[src/rtl/mul_issue_ctrl.sv]
// Issue controller for a fixed-latency multiplier: queues operand pairs in a small FIFO,
// sequences clear/start/wait/capture for each pair and presents the product with taint.
module mul_issue_ctrl #(
   parameter int NUM_BITS = 7,
   parameter int DEPTH    = 4,
   parameter int LATENCY  = 10
) (
   input  logic                          clk,
   input  logic                          rst,
   input  logic                          in_valid,
   output logic                          in_ready,
   input  logic [NUM_BITS-1:0]           in_multiplier,
   input  logic [NUM_BITS-1:0]           in_multiplicand,
   input  logic [NUM_BITS-1:0]           in_multiplier_t,
   input  logic [NUM_BITS-1:0]           in_multiplicand_t,
   output logic                          mul_rst,
   output logic                          mul_start,
   output logic [NUM_BITS-1:0]           mul_multiplier,
   output logic [NUM_BITS-1:0]           mul_multiplicand,
   output logic                          mul_start_t,
   output logic [NUM_BITS-1:0]           mul_multiplier_t,
   output logic [NUM_BITS-1:0]           mul_multiplicand_t,
   input  logic [2*NUM_BITS-1:0]         mul_product,
   output logic                          out_valid,
   input  logic                          out_ready,
   output logic [2*NUM_BITS-1:0]         out_product,
   output logic                          out_product_t,
   output logic [$clog2(DEPTH):0]        fifo_count,
   output logic                          busy
);

   localparam int PW   = $clog2(DEPTH);
   localparam int CNTW = PW + 1;
   localparam int CW   = (LATENCY > 1) ? $clog2(LATENCY) : 1;
   localparam logic [CW-1:0]   LAST_CNT = CW'(LATENCY - 1);
   localparam logic [CNTW-1:0] FULL_CNT = CNTW'(DEPTH);

   typedef enum logic [2:0] {
      IDLE  = 3'd0,
      CLR   = 3'd1,
      START = 3'd2,
      WAIT  = 3'd3,
      CAP   = 3'd4
   } state_t;

   state_t state, state_next;

   logic [NUM_BITS-1:0] fifo_mr   [DEPTH];
   logic [NUM_BITS-1:0] fifo_md   [DEPTH];
   logic [NUM_BITS-1:0] fifo_mr_t [DEPTH];
   logic [NUM_BITS-1:0] fifo_md_t [DEPTH];
   logic [PW-1:0]       wr_ptr, rd_ptr;

   logic [NUM_BITS-1:0] hold_mr, hold_md, hold_mr_t, hold_md_t;
   logic [CW-1:0]       cnt, cnt_next;

   logic push, pop, load_out;

   assign in_ready = (fifo_count < FULL_CNT);
   assign push     = in_valid && in_ready;
   assign pop      = (state == IDLE) && (fifo_count != '0);

   // Storage needs no reset: only pointers and count define which entries are live.
   always_ff @(posedge clk) begin
      if (push) begin
         fifo_mr[wr_ptr]   <= in_multiplier;
         fifo_md[wr_ptr]   <= in_multiplicand;
         fifo_mr_t[wr_ptr] <= in_multiplier_t;
         fifo_md_t[wr_ptr] <= in_multiplicand_t;
      end
   end

   always_ff @(posedge clk or posedge rst) begin
      if (rst) begin
         wr_ptr     <= '0;
         rd_ptr     <= '0;
         fifo_count <= '0;
      end else begin
         if (push) wr_ptr <= wr_ptr + 1'b1;
         if (pop)  rd_ptr <= rd_ptr + 1'b1;
         case ({push, pop})
            2'b10:   fifo_count <= fifo_count + 1'b1;
            2'b01:   fifo_count <= fifo_count - 1'b1;
            default: fifo_count <= fifo_count;
         endcase
      end
   end

   always_ff @(posedge clk or posedge rst) begin
      if (rst) begin
         hold_mr   <= '0;
         hold_md   <= '0;
         hold_mr_t <= '0;
         hold_md_t <= '0;
      end else if (pop) begin
         hold_mr   <= fifo_mr[rd_ptr];
         hold_md   <= fifo_md[rd_ptr];
         hold_mr_t <= fifo_mr_t[rd_ptr];
         hold_md_t <= fifo_md_t[rd_ptr];
      end
   end

   always_ff @(posedge clk or posedge rst) begin
      if (rst) begin
         state <= IDLE;
         cnt   <= '0;
      end else begin
         state <= state_next;
         cnt   <= cnt_next;
      end
   end

   always_comb begin
      state_next = state;
      cnt_next   = cnt;
      load_out   = 1'b0;
      case (state)
         IDLE:  if (fifo_count != '0) state_next = CLR;
         CLR:   state_next = START;
         START: begin
            state_next = WAIT;
            cnt_next   = '0;
         end
         WAIT: begin
            if (cnt == LAST_CNT) state_next = CAP;
            else                 cnt_next   = cnt + 1'b1;
         end
         CAP: begin
            // A result still waiting for the consumer blocks the capture.
            if (!out_valid || out_ready) begin
               load_out   = 1'b1;
               state_next = IDLE;
            end
         end
         default: state_next = IDLE;
      endcase
   end

   always_ff @(posedge clk or posedge rst) begin
      if (rst) begin
         out_valid     <= 1'b0;
         out_product   <= '0;
         out_product_t <= 1'b0;
      end else if (load_out) begin
         out_valid     <= 1'b1;
         out_product   <= mul_product;
         out_product_t <= (|hold_mr_t) | (|hold_md_t);
      end else if (out_ready) begin
         out_valid     <= 1'b0;
      end
   end

   assign mul_rst            = rst | (state == CLR);
   assign mul_start          = (state == START);
   assign mul_start_t        = 1'b0;
   assign mul_multiplier     = hold_mr;
   assign mul_multiplicand   = hold_md;
   assign mul_multiplier_t   = hold_mr_t;
   assign mul_multiplicand_t = hold_md_t;
   assign busy               = (state != IDLE) || (fifo_count != '0);

endmodule
[config.mk]
export PLATFORM = sky130hd
export DESIGN_NAME = mul_issue_ctrl
export DESIGN_NICKNAME = d
export VERILOG_FILES = /design/src/rtl/mul_issue_ctrl.sv
export SDC_FILE = /design/constraint.sdc
export NUM_CORES = 1
export LEC_CHECK = 0
export CORE_ASPECT_RATIO = 1.2
export CORE_MARGIN = 2
export CORE_UTILIZATION = 48
export DETAILED_ROUTE_END_ITERATION = 12
export GPL_ROUTABILITY_DRIVEN = 0
export PLACE_DENSITY = 0.8
export SLEW_MARGIN = 5
export SYNTH_ARGS = -nofsm -noshare
export SYNTH_HDL_FRONTEND = slang
export SYNTH_SLANG_ARGS = --single-unit
[constraint.sdc]
create_clock -name clk -period 2.18 [get_ports clk]
set_clock_uncertainty 0.05 [all_clocks]
set_input_delay 0.218 -clock clk [delete_from_list [all_inputs] [get_ports clk]]
set_output_delay 0.218 -clock clk [all_outputs]
set_load 0.01 [all_outputs]
==> impl_summary.txt, run 1 <==
----------------------------------------------------
[Finish]
  Final net count ... 498
  Post-route cell area ... 8411 sq um
  Fill cell count ... roughly 930
  Area growth, synth to finish ... 28.28%
  Final design utilization ... between 60 and 70%
  Sequential cell area in the final layout ... roughly 4800 sq um
  Layout cells sized above 1 ... around 27%
  Multi-input logic area ... about 1600 sq um
  Diode count ... 0
  Most common library cell in the layout ignoring fill and taps ... edfxtp_1
  Commonest cells after routing, fill and taps aside ... edfxtp_1 (112), clkdlybuf4s50_1 (93), dfrtp_1 (57)

[Floorplanning]
  Core Rows ... 46
  Area enclosed by the die boundary ... about 15000 sq um
  Die height ... 132.0 microns
  Die width ... about 110 microns
  Number of primary I/O pins ... 98
  Starting density of the core ... between 40% and 50%
  Std-Cell Core Area ... 13300 sq um

[Route]
  Routed length on met2 ... between 6000 and 7000 microns
  Detail Route Antenna Nets ... 0
  Total wire length ... between 10000 and 15000 microns
  Highest layer used for signal routing ... met4
  Count of unresolved DRC violations after routing ... 0
  Via total after detailed routing ... roughly 3300
  Met3 WL post-DR ... 551 microns
  Vias/cell ... 5.332
  Number of search-and-repair iterations in the first detailed-routing pass ... 4
  Number of design-rule violations left by the first detailed-router iteration ... between 100 and 150
  WL met1 ... 4914 microns
  Per-cell routed wire length ... roughly 19 microns

[Worst setup path]
  Reg2Reg Launch Point ... state[2]
  Data arrival at the endpoint of the critical path ... approximately 1700 ps
  Crit path cell chain ... or3_4 > nand2b_1 > dlygate4sd2_1
  Required @ worst endpoint ... 1910 ps
  Crit Path Class ... register to output pin
  Standard cell with the maximum stage delay on the critical path ... or3_4
  R2r worst-path depth ... 9
  Endpoint kind of the worst setup timing path ... output pin
  Endpoint of the lowest-slack register-to-register path ... fifo_count[2]
  Startpoint kind of the worst setup timing path ... register
  Worst path max stage delay ... about 430 ps
  FF-to-FF setup slack ... 240 ps
  Largest driver fanout on the critical path ... 4

[Clock tree]
  CTS Hold Buffers Added ... 0
  Buffer depth of the longest clock path ... 2
  Num CTS Buffers ... 17
  Total number of H-tree levels ... 4
  Clock root cell ... clkbuf_16
  Clock latency of the later-clocked register in the worst-skew pair ... approximately 420 ps
  TritonCTS clock tree ... yes
  Quantity of gates resized following cts ... 1
  Number of clock sinks ... 170
  Setup bufs post-CTS ... 0
  Clk pin slew, worst setup/hold paths ... 60 ps

[Timing]
  Total of endpoints with negative setup slack in the final report ... 0
  Final Hold Violating Endpoints ... 0
  Minimum period implied by the final worst setup slack ... between 1500 and 2000 ps
  Fin Setup TNS ... 0 ps
  Top achievable clock speed ... just over 500 MHz
  Period Utilization, post-route ... 90.77%
  Pin slew with the least headroom to its limit ... between 700 and 800 ps
  Final-report max-slew violation count ... 0
  Worst slew margin ... slightly below 50%
  Worst path setup slack after routing ... 201.1 ps
  Setup repair after global routing missed its margin ... false

[Power and ir drop]
  Switching Share ... 27.02%
  Sequential Power Share ... between 40% and 50%
  Combinational share of power ... between 20% and 30%
  Total power per unit cell area ... 1281 nW/um^2
  Clock network fraction of design power ... between 20% and 30%
  Static power due to leakage ... roughly 3.1 nW
  Cell Int Power ... 0.007864 W
  Net switching power of the design ... a little under 0.003 W
  Max rail drop VDD ... 0.0006936 V

[Global route]
  Largest net degree at the start of global routing ... ~60
  Vias in the first global route ... approximately 3600
  First-pass GRT wire length ... 19180 microns
  Residual overflow from global routing ... 0
  Global routing usage summed across all routing layers ... 17.28%
  Number of antenna violations at the first check in global routing ... 0

[Place]
  Dpl hpwl ... between 7000 and 8000 microns
  Post-Place Worst Slack ... between 200 and 250 ps
  IO buf count ... between 90 and 100
  DP Area ... 7802 sq um

[Synth]
  Portion of the post-synthesis area used by sequential elements ... between 70% and 80%
  Asr flop ratio synth ... 34.12%
  Top cell type by total area after synthesis ... edfxtp_1
  Area share of the largest cell type after synthesis ... about half
  EDFF count, synth ... 112
  Mapped Area ... roughly 6600 sq um
  Count of different cell masters after synthesis ... 37
  Synthesized flop and latch total ... 170
  Synthesized area per cell ... approximately 20 sq um
  Synthesis Warnings ... 0
  Area contributors post-synth ... edfxtp_1 (51%), dfrtp_1 (22%), mux4_2 (9.6%)
  Most frequently used flop master after synthesis ... edfxtp_1
  Synth Net Count ... 382
  Mapped Cells ... about 330

[Min path]
  Class of the worst hold path ... primary input to asynchronous set/reset pin

[Outcome]
  Outcome ... finished, final reports clean

[Flow run]
  Max-cap viol count ... 0

----------------------------------------------------
==> layer usage <==
layer	global-route usage (%)	vias to the layer above
li1	-	1497
met1	20.54	1715
met2	30.33	102
met3	5.195	13
met4	5.486	0
met5	0	-
==> flip-flops by register name, summed over array words and instances, names as in the netlist, 3 cells and up <==
register            cells
fifo_md                28
fifo_md_t              28
fifo_mr                28
fifo_mr_t              28
out_product            14
mul_multiplicand        7
mul_multiplicand_t      7
mul_multiplier          7
mul_multiplier_t        7
cnt                     4
fifo_count              3
state                   3
==> synthesized netlist by cell type (all sizes together), types with 2 or more instances <==
cell type	n
nand2b	4
nor4	3
nor2	6
buf	11
nand2	6
mux2	43
nor2b	2
inv	12
clkbuf	2
and2	5
edfxtp	112
dfrtp	58
ha	7
nand3	3
o21ai	3
xnor2	5
nor3	2
o22ai	2
mux2i	3
mux4	28
==> worst max-delay path, delay by kind of cell (launching register included) <==
family / cells / cell delay (ps)
and+or+nand+nor: 2 / 590
DFF: 1 / 420
buffers and inverters: 1 / 290
==> how the worst max path moves through the flow <==
| stage | from | endpoint | slack, ps | cells past startpoint |
|---|---|---|---|---|
| 6_report | fifo_count[0] | busy | 200 | 3 |
| 4_1_cts | state[0] | mul_rst | 30 | 4 |
| 5_1_grt | state[2] | fifo_count[2] | 90 | 9 |
| 3_5_place_dp | in_valid | fifo_count[2] | 220 | 9 |
| 3_3_place_gp | in_valid | fifo_count[2] | 280 | 9 |
| 2_1_floorplan | state[2] | fifo_count[2] | 110 | 11 |
==> metrics by stage <==
stage                     instances  hold WS, ps  power, W
after floorplan                 328        266.9  0.006386
after global placement          593        435.3  0.007652
after detailed placement        593        441.6  0.007792
after CTS                       624        354.8   0.01091
after global routing            624        360.0   0.01130
final                           624        334.0   0.01078
==> kinds of logic (layout without fill, tap and decap cells) <==
kind of cell / Yosys count / after routing / synth area share, %
AO/OA/AOI/OAI: 9 / 9 / 0.8970
adder cells (fa/ha/maj): 8 / 8 / 1.641
XOR/XNOR: 6 / 6 / 0.8015
AND/OR/NAND/NOR: 35 / 35 / 3.321
other: 1 / 1 / 0.05720
flip-flops: 170 / 170 / 73.44
buffers and inverters: 25 / 153 / 2.385
multiplexers: 74 / 74 / 17.46
==> area by class of cell <==
type                       instances  area share [%]
clock buffer                      18           5.103
clock inverter                    13           2.083
inverter                          12          0.5356
multi-input combinational        133           18.91
sequential                       170           57.26
tap                              168           2.499
timing repair buffer             110           13.61
==> power groups by stage <==
| stage | sequential, W | combinational [W] | clock [W] |
|---|---|---|---|
| 3_5_place_dp | 0.00467 | 0.00312 | 0 |
| 2_1_floorplan | 0.00470 | 0.00168 | 0 |
| 3_3_place_gp | 0.00462 | 0.00303 | 0 |
| 5_1_grt | 0.00469 | 0.00334 | 0.00327 |
| 6_report | 0.00461 | 0.00309 | 0.00307 |
| 4_1_cts | 0.00462 | 0.00316 | 0.00313 |
Note: power is estimated with default switching activity, not from simulation.
==> inputs of run 2 (changes only) <==
--- a/config.mk
+++ b/config.mk
@@ -5,11 +5,12 @@
 export SDC_FILE = /design/constraint.sdc
 export NUM_CORES = 1
 export LEC_CHECK = 0
+export CAP_MARGIN = 20
 export CORE_ASPECT_RATIO = 1.2
-export CORE_MARGIN = 2
 export CORE_UTILIZATION = 48
 export DETAILED_ROUTE_END_ITERATION = 12
 export GPL_ROUTABILITY_DRIVEN = 0
+export HOLD_SLACK_MARGIN = 0.1
 export PLACE_DENSITY = 0.8
 export SLEW_MARGIN = 5
 export SYNTH_ARGS = -nofsm -noshare
==> impl_summary.txt, run 2 (synthesis results as in run 1) <==
----------------------------------------------------
[Timing]
  Total of endpoints with negative setup slack in the final report ... 0
  Pin slew with the least headroom to its limit ... a little under 800 ps
  Minimum period implied by the final worst setup slack ... just under 2000 ps
  Fin Setup TNS ... 0 ps
  Final Hold Violating Endpoints ... 0
  Worst path setup slack after routing ... between 150 and 200 ps
  Worst slew margin ... a little under half
  Top achievable clock speed ... between 500 and 600 MHz
  Setup repair after global routing missed its margin ... false
  Post-Route Hold Slack ... between 300 and 400 ps
  Final-report max-slew violation count ... 0
  Period Utilization, post-route ... between 90% and 100%

[Worst setup path]
  Family with the most delay on the worst path ... simple AND/OR/NAND/NOR gates
  Startpoint kind of the worst setup timing path ... register
  Crit path cell chain ... or3_4 > nand2b_1 > dlygate4sd2_1
  Data arrival at the endpoint of the critical path ... between 1500 and 2000 ps
  Largest driver fanout on the critical path ... 4
  Standard cell with the maximum stage delay on the critical path ... or3_4
  Endpoint kind of the worst setup timing path ... output pin
  Worst path max stage delay ... roughly 430 ps
  R2r worst-path depth ... 7
  Levels on crit path ... 3
  Crit path buffers/inverters ... 1
  Crit Path Class ... register to output pin
  Required @ worst endpoint ... about 1900 ps

[Flow run]
  Max-cap viol count ... 0

[Clock tree]
  Clk pin slew, worst setup/hold paths ... 70 ps
  TritonCTS clock tree ... yes
  Total number of H-tree levels ... 4
  CTS Hold Buffers Added ... 0
  Num CTS Buffers ... 17
  Buffer depth of the longest clock path ... 2
  Clock latency of the later-clocked register in the worst-skew pair ... roughly 400 ps
  Number of clock sinks ... 170
  Clock root cell ... clkbuf_16

[Global route]
  GRT Max-Usage Layer ... met2
  Global routing usage summed across all routing layers ... between 10% and 20%
  Largest net degree at the start of global routing ... between 50 and 60
  Global routing met3 resource utilization ... 5.594%
  Met2 global-route usage ... a little under a third
  Residual overflow from global routing ... 0
  Vias in the first global route ... ~3600
  First-pass GRT wire length ... about 19000 microns
  Number of antenna violations at the first check in global routing ... 0
  GR Util met1 ... roughly 22%

[Route]
  Number of design-rule violations left by the first detailed-router iteration ... ~140
  Total wire length ... between 10000 and 15000 microns
  Per-cell routed wire length ... around 19 microns
  Count of unresolved DRC violations after routing ... 0
  Number of search-and-repair iterations in the first detailed-routing pass ... 4
  Via total after detailed routing ... about 3300
  Detail Route Antenna Nets ... 0
  Vias/cell ... ~5.3

[Floorplanning]
  Core Rows ... 46
  Starting density of the core ... between 40% and 50%
  Area enclosed by the die boundary ... ~14000 sq um
  Die width ... 108.7 microns
  Number of primary I/O pins ... slightly below 100
  Die height ... ~130 microns
  Std-Cell Core Area ... 13300 sq um

[Finish]
  Sequential cell area in the final layout ... 4816 sq um
  Fill cell count ... 933
  Area growth, synth to finish ... 27.61%
  Commonest cells after routing, fill and taps aside ... edfxtp_1 (112), clkdlybuf4s50_1 (93), dfrtp_1 (57)
  Final net count ... about 500
  Most common library cell in the layout ignoring fill and taps ... edfxtp_1
  Multi-input logic area ... approximately 1600 sq um
  Diode count ... 0
  Number of cells in the finished layout apart from fillers ... about 630
  Layout cells sized above 1 ... 28.63%

[Place]
  IO buf count ... 96
  Number of placed instances, taps included ... 597
  Dpl hpwl ... around 7700 microns
  Post-Place Worst Slack ... between 200 and 250 ps

[Power and ir drop]
  Total chip power ... 0.01063 W
  Static power due to leakage ... between 3 and 4 nW
  Total power per unit cell area ... roughly 1300 nW/um^2
  Max rail drop VDD ... 0.0006545 V

[Min path]
  Class of the worst hold path ... primary input to asynchronous set/reset pin

[Outcome]
  Outcome ... finished, final reports clean

----------------------------------------------------
-- run 2: changes by cell type in the layout (fill, tap and decap cells not counted) --
cell        before  now
buf_4            8   18
buf_12           6    0
clkinv_2         5    0
inv_6            1    5
inv_8            0    4
clkinvlp_4       0    3
bufinv_16        4    2
clkbuf_1         1    0
clkinv_1         1    0
clkinv_4         2    1
-- run 2: area by class of cell --
cell class	instances	share of cell area [%]
clock buffers	17	5.084
clock inverters	15	2.153
inverters	12	0.5384
multi-input cells	133	19.01
flip-flops and latches	170	57.56
well taps	168	2.512
repair buffers	114	13.14
-- run 2: timing repair --
| item | 4_1_cts | 5_1_grt |
|---|---|---|
| buffers inserted | 0 | 0 |
| pin swaps | 0 | 0 |
| gates resized for setup | 1 | 2 |
| setup endpoints to repair | 1 | 2 |
-- run 2: per-layer routing --
layer | part of all wire, % | routed length [microns]
met5 | 0 | 0
met4 | 1.6 | 184
met3 | 6.0 | 704
met2 | 52 | 6029
met1 | 41 | 4748
-- run 2: tightest hold or removal path: cells and delay by family --
kind | cells | cell delay [ps]
buffers and inverters | 3 | 1060
-- run 2: metrics by stage --
stage	util [%]	area [sq um]
detailed placement	58.35	7757
finish	62.93	8367
CTS	62.89	8362
floorplan	-	6556
global route	62.93	8367
global placement	58.35	7757
-- run 2: worst paths after layout --
kind / startpoint / endpoint / slack (ps)
min in group clk: mul_product[1] / out_product[1] / 370
max in group asynchronous: rst / rd_ptr[0] / 1200
worst min-delay path: rst / cnt[3] / 300
worst max register to register: fifo_count[0] / fifo_count[1] / 220
worst min register to register: out_product[6] / out_product[6] / 460
worst max-delay path: fifo_count[0] / busy / 190
-- run 2: power by group --
group / internal (W) / leakage [nW] / switching [W]
registers: 0.00418 / 1.72 / 0.000371
clock network: 0.00174 / 0.289 / 0.00129
logic: 0.00171 / 1.11 / 0.00133
==> inputs of run 3 (changes only) <==
--- a/config.mk
+++ b/config.mk
@@ -9,7 +9,6 @@
 export CORE_ASPECT_RATIO = 1.2
 export CORE_UTILIZATION = 48
 export DETAILED_ROUTE_END_ITERATION = 12
-export GPL_ROUTABILITY_DRIVEN = 0
 export HOLD_SLACK_MARGIN = 0.1
 export PLACE_DENSITY = 0.8
 export SLEW_MARGIN = 5
==> results of run 3 <==
Same layout as run 2: the final DEF is identical, and so are final timing and power.
